`config.mk`:
```
export PLATFORM = sky130hd
export DESIGN_NAME = aclk_time_entry
export DESIGN_NICKNAME = d
export VERILOG_FILES = /design/src/rtl/aclk_time_entry.sv
export SDC_FILE = /design/constraint.sdc
export NUM_CORES = 1
export LEC_CHECK = 0
export ABC_AREA = 1
export CORE_MARGIN = 2
export CORE_UTILIZATION = 45
export DETAILED_ROUTE_END_ITERATION = 6
export MAX_ROUTING_LAYER = met4
export PLACE_DENSITY_LB_ADDON = 0.2
export SLEW_MARGIN = 5
export SYNTH_ARGS = -nofsm -noshare
export SYNTH_HDL_FRONTEND = slang
export SYNTH_SLANG_ARGS = --single-unit
```
`constraint.sdc`:
```
create_clock -name clk -period 1.75 [get_ports clk]
set_input_delay 0.2625 -clock clk [delete_from_list [all_inputs] [get_ports clk]]
set_output_delay 0.2625 -clock clk [all_outputs]
set_load 0.01 [all_outputs]
```
`src/rtl/aclk_time_entry.sv`:
```
// User-entry front end for the alarm clock: turns button edges into BCD
// setting digits and a one-cycle LD_time / LD_alarm strobe on confirm.
module aclk_time_entry #(
    parameter int TIMEOUT_TICKS = 300,
    parameter int CNT_W         = 9
) (
    input  logic       clk,
    input  logic       reset_n,
    input  logic       mode_time,
    input  logic       mode_alarm,
    input  logic       btn_inc,
    input  logic       btn_next,
    input  logic       btn_ok,
    input  logic       btn_cancel,
    output logic [1:0] H_in1,
    output logic [3:0] H_in0,
    output logic [3:0] M_in1,
    output logic [3:0] M_in0,
    output logic       LD_time,
    output logic       LD_alarm,
    output logic       editing,
    output logic [1:0] digit_sel
);

    typedef enum logic [2:0] {
        S_IDLE    = 3'd0,
        S_EDIT_H1 = 3'd1,
        S_EDIT_H0 = 3'd2,
        S_EDIT_M1 = 3'd3,
        S_EDIT_M0 = 3'd4,
        S_LOAD    = 3'd5
    } state_t;

    localparam logic [CNT_W-1:0] LP_CNT_LAST = CNT_W'(TIMEOUT_TICKS - 1);

    state_t           r_state;
    logic             r_tgt_alarm;
    logic [5:0]       r_prev;
    logic [CNT_W-1:0] r_cnt;
    logic [1:0]       r_h1;
    logic [3:0]       r_h0;
    logic [3:0]       r_m1;
    logic [3:0]       r_m0;
    logic             r_ld_time;
    logic             r_ld_alarm;
    logic             r_editing;
    logic [1:0]       r_digit_sel;

    logic [5:0]       w_btn;
    logic [5:0]       w_edge;
    logic             w_e_time, w_e_alarm, w_e_inc, w_e_next, w_e_ok, w_e_cancel;
    logic             w_in_edit;
    logic             w_nxt_edit;
    logic             w_timeout;
    logic             w_do_inc;
    logic [1:0]       w_h1_inc;
    state_t           w_nxt;

    function automatic logic [3:0] f_wrap_inc(input logic [3:0] v, input logic [3:0] max);
        return (v >= max) ? 4'd0 : v + 4'd1;
    endfunction

    assign w_btn      = {btn_cancel, btn_ok, btn_next, btn_inc, mode_alarm, mode_time};
    assign w_edge     = w_btn & ~r_prev;
    assign w_e_time   = w_edge[0];
    assign w_e_alarm  = w_edge[1];
    assign w_e_inc    = w_edge[2];
    assign w_e_next   = w_edge[3];
    assign w_e_ok     = w_edge[4];
    assign w_e_cancel = w_edge[5];

    assign w_in_edit  = (r_state == S_EDIT_H1) || (r_state == S_EDIT_H0) ||
                        (r_state == S_EDIT_M1) || (r_state == S_EDIT_M0);
    assign w_nxt_edit = (w_nxt == S_EDIT_H1) || (w_nxt == S_EDIT_H0) ||
                        (w_nxt == S_EDIT_M1) || (w_nxt == S_EDIT_M0);
    // Any edge (even an ignored mode edge) counts as user activity and defers the timeout
    assign w_timeout  = w_in_edit && !(|w_edge) && (r_cnt == LP_CNT_LAST);
    assign w_do_inc   = w_in_edit && w_e_inc && !w_e_cancel && !w_e_ok && !w_e_next;
    assign w_h1_inc   = (r_h1 >= 2'd2) ? 2'd0 : r_h1 + 2'd1;

    always_comb begin
        w_nxt = r_state;
        case (r_state)
            S_IDLE: begin
                if (w_e_time || w_e_alarm) w_nxt = S_EDIT_H1;
            end
            S_EDIT_H1, S_EDIT_H0, S_EDIT_M1, S_EDIT_M0: begin
                if (w_e_cancel)     w_nxt = S_IDLE;
                else if (w_e_ok)    w_nxt = S_LOAD;
                else if (w_e_next) begin
                    case (r_state)
                        S_EDIT_H1: w_nxt = S_EDIT_H0;
                        S_EDIT_H0: w_nxt = S_EDIT_M1;
                        S_EDIT_M1: w_nxt = S_EDIT_M0;
                        default:   w_nxt = S_EDIT_H1;
                    endcase
                end
                else if (w_timeout) w_nxt = S_IDLE;
            end
            default: w_nxt = S_IDLE;
        endcase
    end

    always_ff @(posedge clk or negedge reset_n) begin
        if (!reset_n) begin
            r_state     <= S_IDLE;
            r_tgt_alarm <= 1'b0;
            r_prev      <= '0;
            r_cnt       <= '0;
            r_h1        <= '0;
            r_h0        <= '0;
            r_m1        <= '0;
            r_m0        <= '0;
            r_ld_time   <= 1'b0;
            r_ld_alarm  <= 1'b0;
            r_editing   <= 1'b0;
            r_digit_sel <= '0;
        end else begin
            r_prev    <= w_btn;
            r_state   <= w_nxt;
            r_editing <= w_nxt_edit;
            r_ld_time  <= (w_nxt == S_LOAD) && !r_tgt_alarm;
            r_ld_alarm <= (w_nxt == S_LOAD) &&  r_tgt_alarm;

            case (w_nxt)
                S_EDIT_H0: r_digit_sel <= 2'd1;
                S_EDIT_M1: r_digit_sel <= 2'd2;
                S_EDIT_M0: r_digit_sel <= 2'd3;
                default:   r_digit_sel <= 2'd0;
            endcase

            if (w_in_edit && w_nxt_edit && !(|w_edge)) r_cnt <= r_cnt + CNT_W'(1);
            else                                       r_cnt <= '0;

            if (r_state == S_IDLE && (w_e_time || w_e_alarm)) begin
                // Time wins a simultaneous press of both mode buttons
                r_tgt_alarm <= w_e_alarm && !w_e_time;
                r_h1 <= '0;
                r_h0 <= '0;
                r_m1 <= '0;
                r_m0 <= '0;
            end else if (w_do_inc) begin
                case (r_state)
                    S_EDIT_H1: begin
                        r_h1 <= w_h1_inc;
                        if (w_h1_inc == 2'd2 && r_h0 > 4'd3) r_h0 <= 4'd0;
                    end
                    S_EDIT_H0: r_h0 <= f_wrap_inc(r_h0, (r_h1 == 2'd2) ? 4'd3 : 4'd9);
                    S_EDIT_M1: r_m1 <= f_wrap_inc(r_m1, 4'd5);
                    default:   r_m0 <= f_wrap_inc(r_m0, 4'd9);
                endcase
            end
        end
    end

    assign H_in1     = r_h1;
    assign H_in0     = r_h0;
    assign M_in1     = r_m1;
    assign M_in0     = r_m0;
    assign LD_time   = r_ld_time;
    assign LD_alarm  = r_ld_alarm;
    assign editing   = r_editing;
    assign digit_sel = r_digit_sel;

endmodule

```
## After elaboration in Yosys (flattened, before gate mapping)

Cells that the tools add are included.

| word-level totals | value |
|---|---|
| word-level logic and storage cells | 103 |
| input bits | 8 |
| flip-flop bits (word level) | 38 |
| output and inout port bits | 19 |

| operators by class | value |
|---|---|
| bitwise gates (word level) | 2 |
| reduce and logical (&&, ||, !) cells | 38 |
| equal/unequal tests | 14 |
| $lt $le $gt $ge | 5 |
| muxes and demuxes | 27 |
| add/sub/neg operators | 5 |

Operators by type and width:

| operator | count |
|---|---|
| $mux 4 | 13 |
| $mux 3 | 5 |
| $logic_and 1x1->1 | 13 |
| $add 4x1->4 const B | 3 |
| $eq 3x2->1 const B | 4 |
| $add 9x1->9 const B | 1 |
| $eq 3x3->1 const B | 3 |
| $eq 9x9->1 const B | 1 |
| $mux 9 | 1 |
| $pmux 3 s3 | 1 |
| $mux 2 | 4 |
| $pmux 4 s2 | 1 |
| $logic_or 1x1->1 | 7 |
| $and 6x6->6 | 1 |
| $eq 3x1->1 const B | 2 |
| $logic_not 1->1 | 6 |
| $not 6->6 | 1 |
| $pmux 2 s3 | 1 |
| $pmux 3 s2 | 1 |
| $reduce_and 2->1 | 3 |
| $reduce_bool 2->1 | 3 |
| $reduce_or 6->1 | 1 |
| $eq 2x2->1 const B | 2 |
| $ge 4x3->1 const B | 1 |
| 12 further kinds | 12 |

## Depth between registers and ports, before layout

| depth | value |
|---|---|
| depth in word-level cells | 18 |
| mapped depth | 13 |
| mapped depth without buffers | 13 |

## Least setup slack after synthesis

OpenSTA, ideal clock, no wires.

| timing path | value |
|---|---|
| kind | register -> register |
| from | register r_h1[1], in the netlist H_in1[1] |
| to | register r_h0[2], in the netlist H_in0[2] |
| stages on the path, launching flop included | 10 |
| path buffers | 0 |
| slack | 105 ps |
| clock period less this slack | 1,645 ps |
| required time | 1,617 ps |
| arrival time | 1,512 ps |
| setup time | 133 ps |
| path through | dfrtp_1 inv_1 nor2_1 inv_1 ha_1 a21oi_1 o31ai_1 nor2_1 o22ai_1 a21oi_1 |

| between the ends | value |
|---|---|
| cells in the longest elaborated chain, start to end | 7 |
| elaborated cells on any way between the ends | 14 |
| those cells by class | add/sub (1); order compare (2); eq/ne (3); mux (6); reduce/logical (2) |

Ends and longest elaborated chain:

| element | line | RTL |
|---|---|---|
| from (decl) | 40 | `logic [1:0] r_h1;` |
| from (signal assigned) | 145 | `r_h1 <= w_h1_inc;` |
| $eq 2x2->1 | 148 | `S_EDIT_H0: r_h0 <= f_wrap_inc(r_h0, (r_h1 == 2'd2) ? 4'd3 : 4'd9);` |
| $mux 4 | 148 |  |
| $ge 4x4->1 | 60 | `return (v >= max) ? 4'd0 : v + 4'd1;` |
| $mux 4 | 60 |  |
| $pmux 4 s2 | 143 | `case (r_state)` |
| $mux 4 | 142 | `end else if (w_do_inc) begin` |
| $mux 4 | 135 | `if (r_state == S_IDLE && (w_e_time \|\| w_e_alarm)) begin` |
| to (signal assigned) | 148 |  |
| to (decl) | 41 | `logic [3:0] r_h0;` |

Several ways; a longest one is shown, not always the timed one. The select of a mux whose other input is x is not followed.
A chain may end at the register's enable or synchronous reset.

## Worst setup path in the final report

| timing path | value |
|---|---|
| from | register r_h0[2], in the netlist H_in0[2] |
| to | output H_in0[2] |

RTL lines:

| element | line | RTL |
|---|---|---|
| to (decl) | 16 | `output logic [3:0] H_in0,` |

No word-level cell between the ends.

==> metrics <==
placed cell areas 0.00261 sq mm; post-synth cell types 35; cell-internal power 2.27 mW; pin count of the biggest net entering global routing 22; area used by multi-input combinational logic roughly 0.001 sq mm; Max Slew Vio Count 0; initial antenna violation count 0; slew margin rel. 72.4%; Sw Share between 30% and 40%; register bit total from synthesis 38; # clock sinks 38; Pre-antenna DRT Iters 4; Setup Viol. Count Final 0; Pwr Total about 3.5 mW; IO Pins 27; Initial Util between 40 and 50%; Yosys top cell by area dfrtp_1; run status finished, final reports clean; die area between 0.005 and 0.006 sq mm; layout cells sized above 1 around a third; clock network power share 26.7%; CP cell instances clkdlybuf4s50_1; commonest non-fill, non-tap cells in the layout inv_1 (38), dfrtp_1 (37), nand2_1 (32); leading cell type in the layout, fill and taps excluded inv_1; Worst-Margin Slew 413 ps; Post-Synthesis Cells about 240; slowest CP cell clkdlybuf4s50_1; final instance area approximately 0.0029 sq mm; Core Rows 24; crit-path leading delay family buffers and inverters; Synth top area share 45.9%; Worst-path clk slew ~80 ps; Initial DRC Count 70; core area ~0.0044 sq mm; vias in the first global route approximately 1,700; top cells by area, synth dfrtp_1 (46%), inv_1 (7.1%), nand2_1 (6.3%); remaining antenna violation count 0; pre-CTS WS -186 ps; Congestion Overflow GR 0; DPL Wire Length between 3000 and 4000 um; total negative slack 0 ps; mean post-synth cell area 8.74 sq um; Avg WL per Cell about 12 um; layout filler cell count about 370; register share of total power approximately 33%; Mapped Area around 0.0021 sq mm; Required @ worst endpoint 1490 ps; Vias/cell between 4 and 5; slowest stage delay, CP ~600 ps; register area ~950 sq um; ant diodes 0; final hold vios 0; min Tclk post-route 1690 ps; worst vdd ir 730 uV; count of input and output buffers 26; Root Driver clkbuf_8; Psw between 1 and 1.5 mW; power density over the cells approximately 1200 mW/mm^2; crit path kind reg -> out; detailed-route via count 1,712; WL final 4220 um; CTS Buf Count 5; Max H-tree Level 2; final worst setup slack 58.5 ps; Die X-Extent just over 70 um; Max-Cap Viols 0; Placer Congestion about 0.86; Final period util a little over nine tenths; total track usage between 15 and 20%; Die Y about 72 um; Seq/Total Area, Yosys roughly 46%; Syn Nets approximately 260; Critical Path End Type primary output; critical path launch point type flip-flop; worst path arrival time roughly 1400 ps; CTS tree built; largest fanout on the critical path 7; non-filler cells, final around 360; Final Skew slightly below 7 ps; first-pass GRT wire length between 7000 and 8000 um; Max clock buf depth 2; Residual DRC 0; Comb power frac 40.0%; Worst-Skew Late Latency around 290 ps; maximum clock frequency just under 600 MHz; Post-Place Cells roughly 340; CP bufs+invs 1; Hold Crit Class in -> async; area grow syn2layout 38.7%; Synth Warn # 0; P_leak approximately 1.4 nW; Nets between 300 and 400
cell usage after synthesis:
library cell	instances
inv_1	39
dfrtp_1	38
nand2_1	35
nor2_1	22
a21oi_1	14
nor2_2	12
ha_1	10
nand3_1	9
o21ai_0	9
nand2_2	7
inv_2	5
nand2_4	5
xor2_1	4
nand4_1	3
a31oi_1	2
o21ai_1	2
o22ai_1	2
or2_2	2
a21oi_2	1
a21oi_4	1
a32oi_1	1
and3_1	1
buf_4	1
nand3_2	1
nand3_4	1
nand4_2	1
nand4_4	1
nor3_1	1
nor3_2	1
nor3b_1	1
nor4_1	1
o211a_1	1
o31ai_1	1
o41ai_2	1
xnor2_1	1
final timing paths:
path / from / endpoint / slack (ps) / cells past startpoint
min: reset_n / M_in0[3]$_DFFE_PN0P_ / 430 / 2
max reg2reg: H_in1[1]$_DFFE_PN0P_ / H_in0[3]$_DFFE_PN0P_ / 100 / 8
min reg2reg: r_tgt_alarm$_DFFE_PN0P_ / LD_time$_DFF_PN0_ / 430 / 1
max: H_in0[2]$_DFFE_PN0P_ / H_in0[2] / 60 / 1
max in group asynchronous: reset_n / M_in1[2]$_DFFE_PN0P_ / 870 / 3
min in group clk: r_tgt_alarm$_DFFE_PN0P_ / LD_time$_DFF_PN0_ / 430 / 1
routing by layer:
metal | wire (um) | up-vias | global-route usage (%)
met5 | 0 | - | -
met2 | 2060 | 23 | 27.7
li1 | - | 883 | -
met4 | 68 | 0 | 8.18
met1 | 1950 | 799 | 23.0
met3 | 134 | 7 | 4.36
registers in the layout, summed over array words and instances, names as in the netlist:
| register | flops |
|---|---|
| H_in1 | 2 |
| editing | 1 |
| r_prev | 6 |
| LD_time | 1 |
| M_in1 | 4 |
| LD_alarm | 1 |
| r_state | 3 |
| digit_sel | 2 |
| M_in0 | 4 |
| r_cnt | 9 |
| r_tgt_alarm | 1 |
| H_in0 | 4 |
power groups by stage:
stage / clock (mW) / combinational (mW) / sequential, mW
floorplan: 0 / 0.681 / 1.20
global placement: 0 / 1.25 / 1.15
detailed placement: 0 / 1.28 / 1.16
CTS: 0.944 / 1.29 / 1.14
global route: 0.977 / 1.53 / 1.18
finish: 0.924 / 1.38 / 1.15
through the flow:
step           util [%]  hold slack [ps]
5_1_grt            65.6              441
2_1_floorplan         -            -33.1
3_5_place_dp       59.5              222
6_report           65.6              430
3_3_place_gp       59.5              219
4_1_cts            63.0              429
layout make-up:
class / instances / share of cell area [%]
Multi-Input combinational cell: 154 / 35.8
Sequential cell: 38 / 33.1
Timing Repair Buffer: 59 / 18.0
Inverter: 44 / 5.83
Clock buffer: 6 / 2.87
Tap cell: 52 / 2.26
Clock inverter: 2 / 2.09
logic make-up (layout without fill, tap and decap cells):
family / Yosys count / count (layout) / synth area share, %
compound gates: 35 / 35 / 10.5
simple gates: 104 / 104 / 27.1
xor+xnor: 5 / 5 / 2.11
buf+inv: 45 / 111 / 8.33
flops: 38 / 38 / 45.9
fa+ha+maj: 10 / 10 / 6.04
repair_timing:
item	CTS	global route
endpoints found under the hold margin	17	0
gates resized for setup	0	20
setup endpoints to repair	0	19
hold buffers	1	0
buffers inserted	0	4
(Power assumes the default switching activity.)
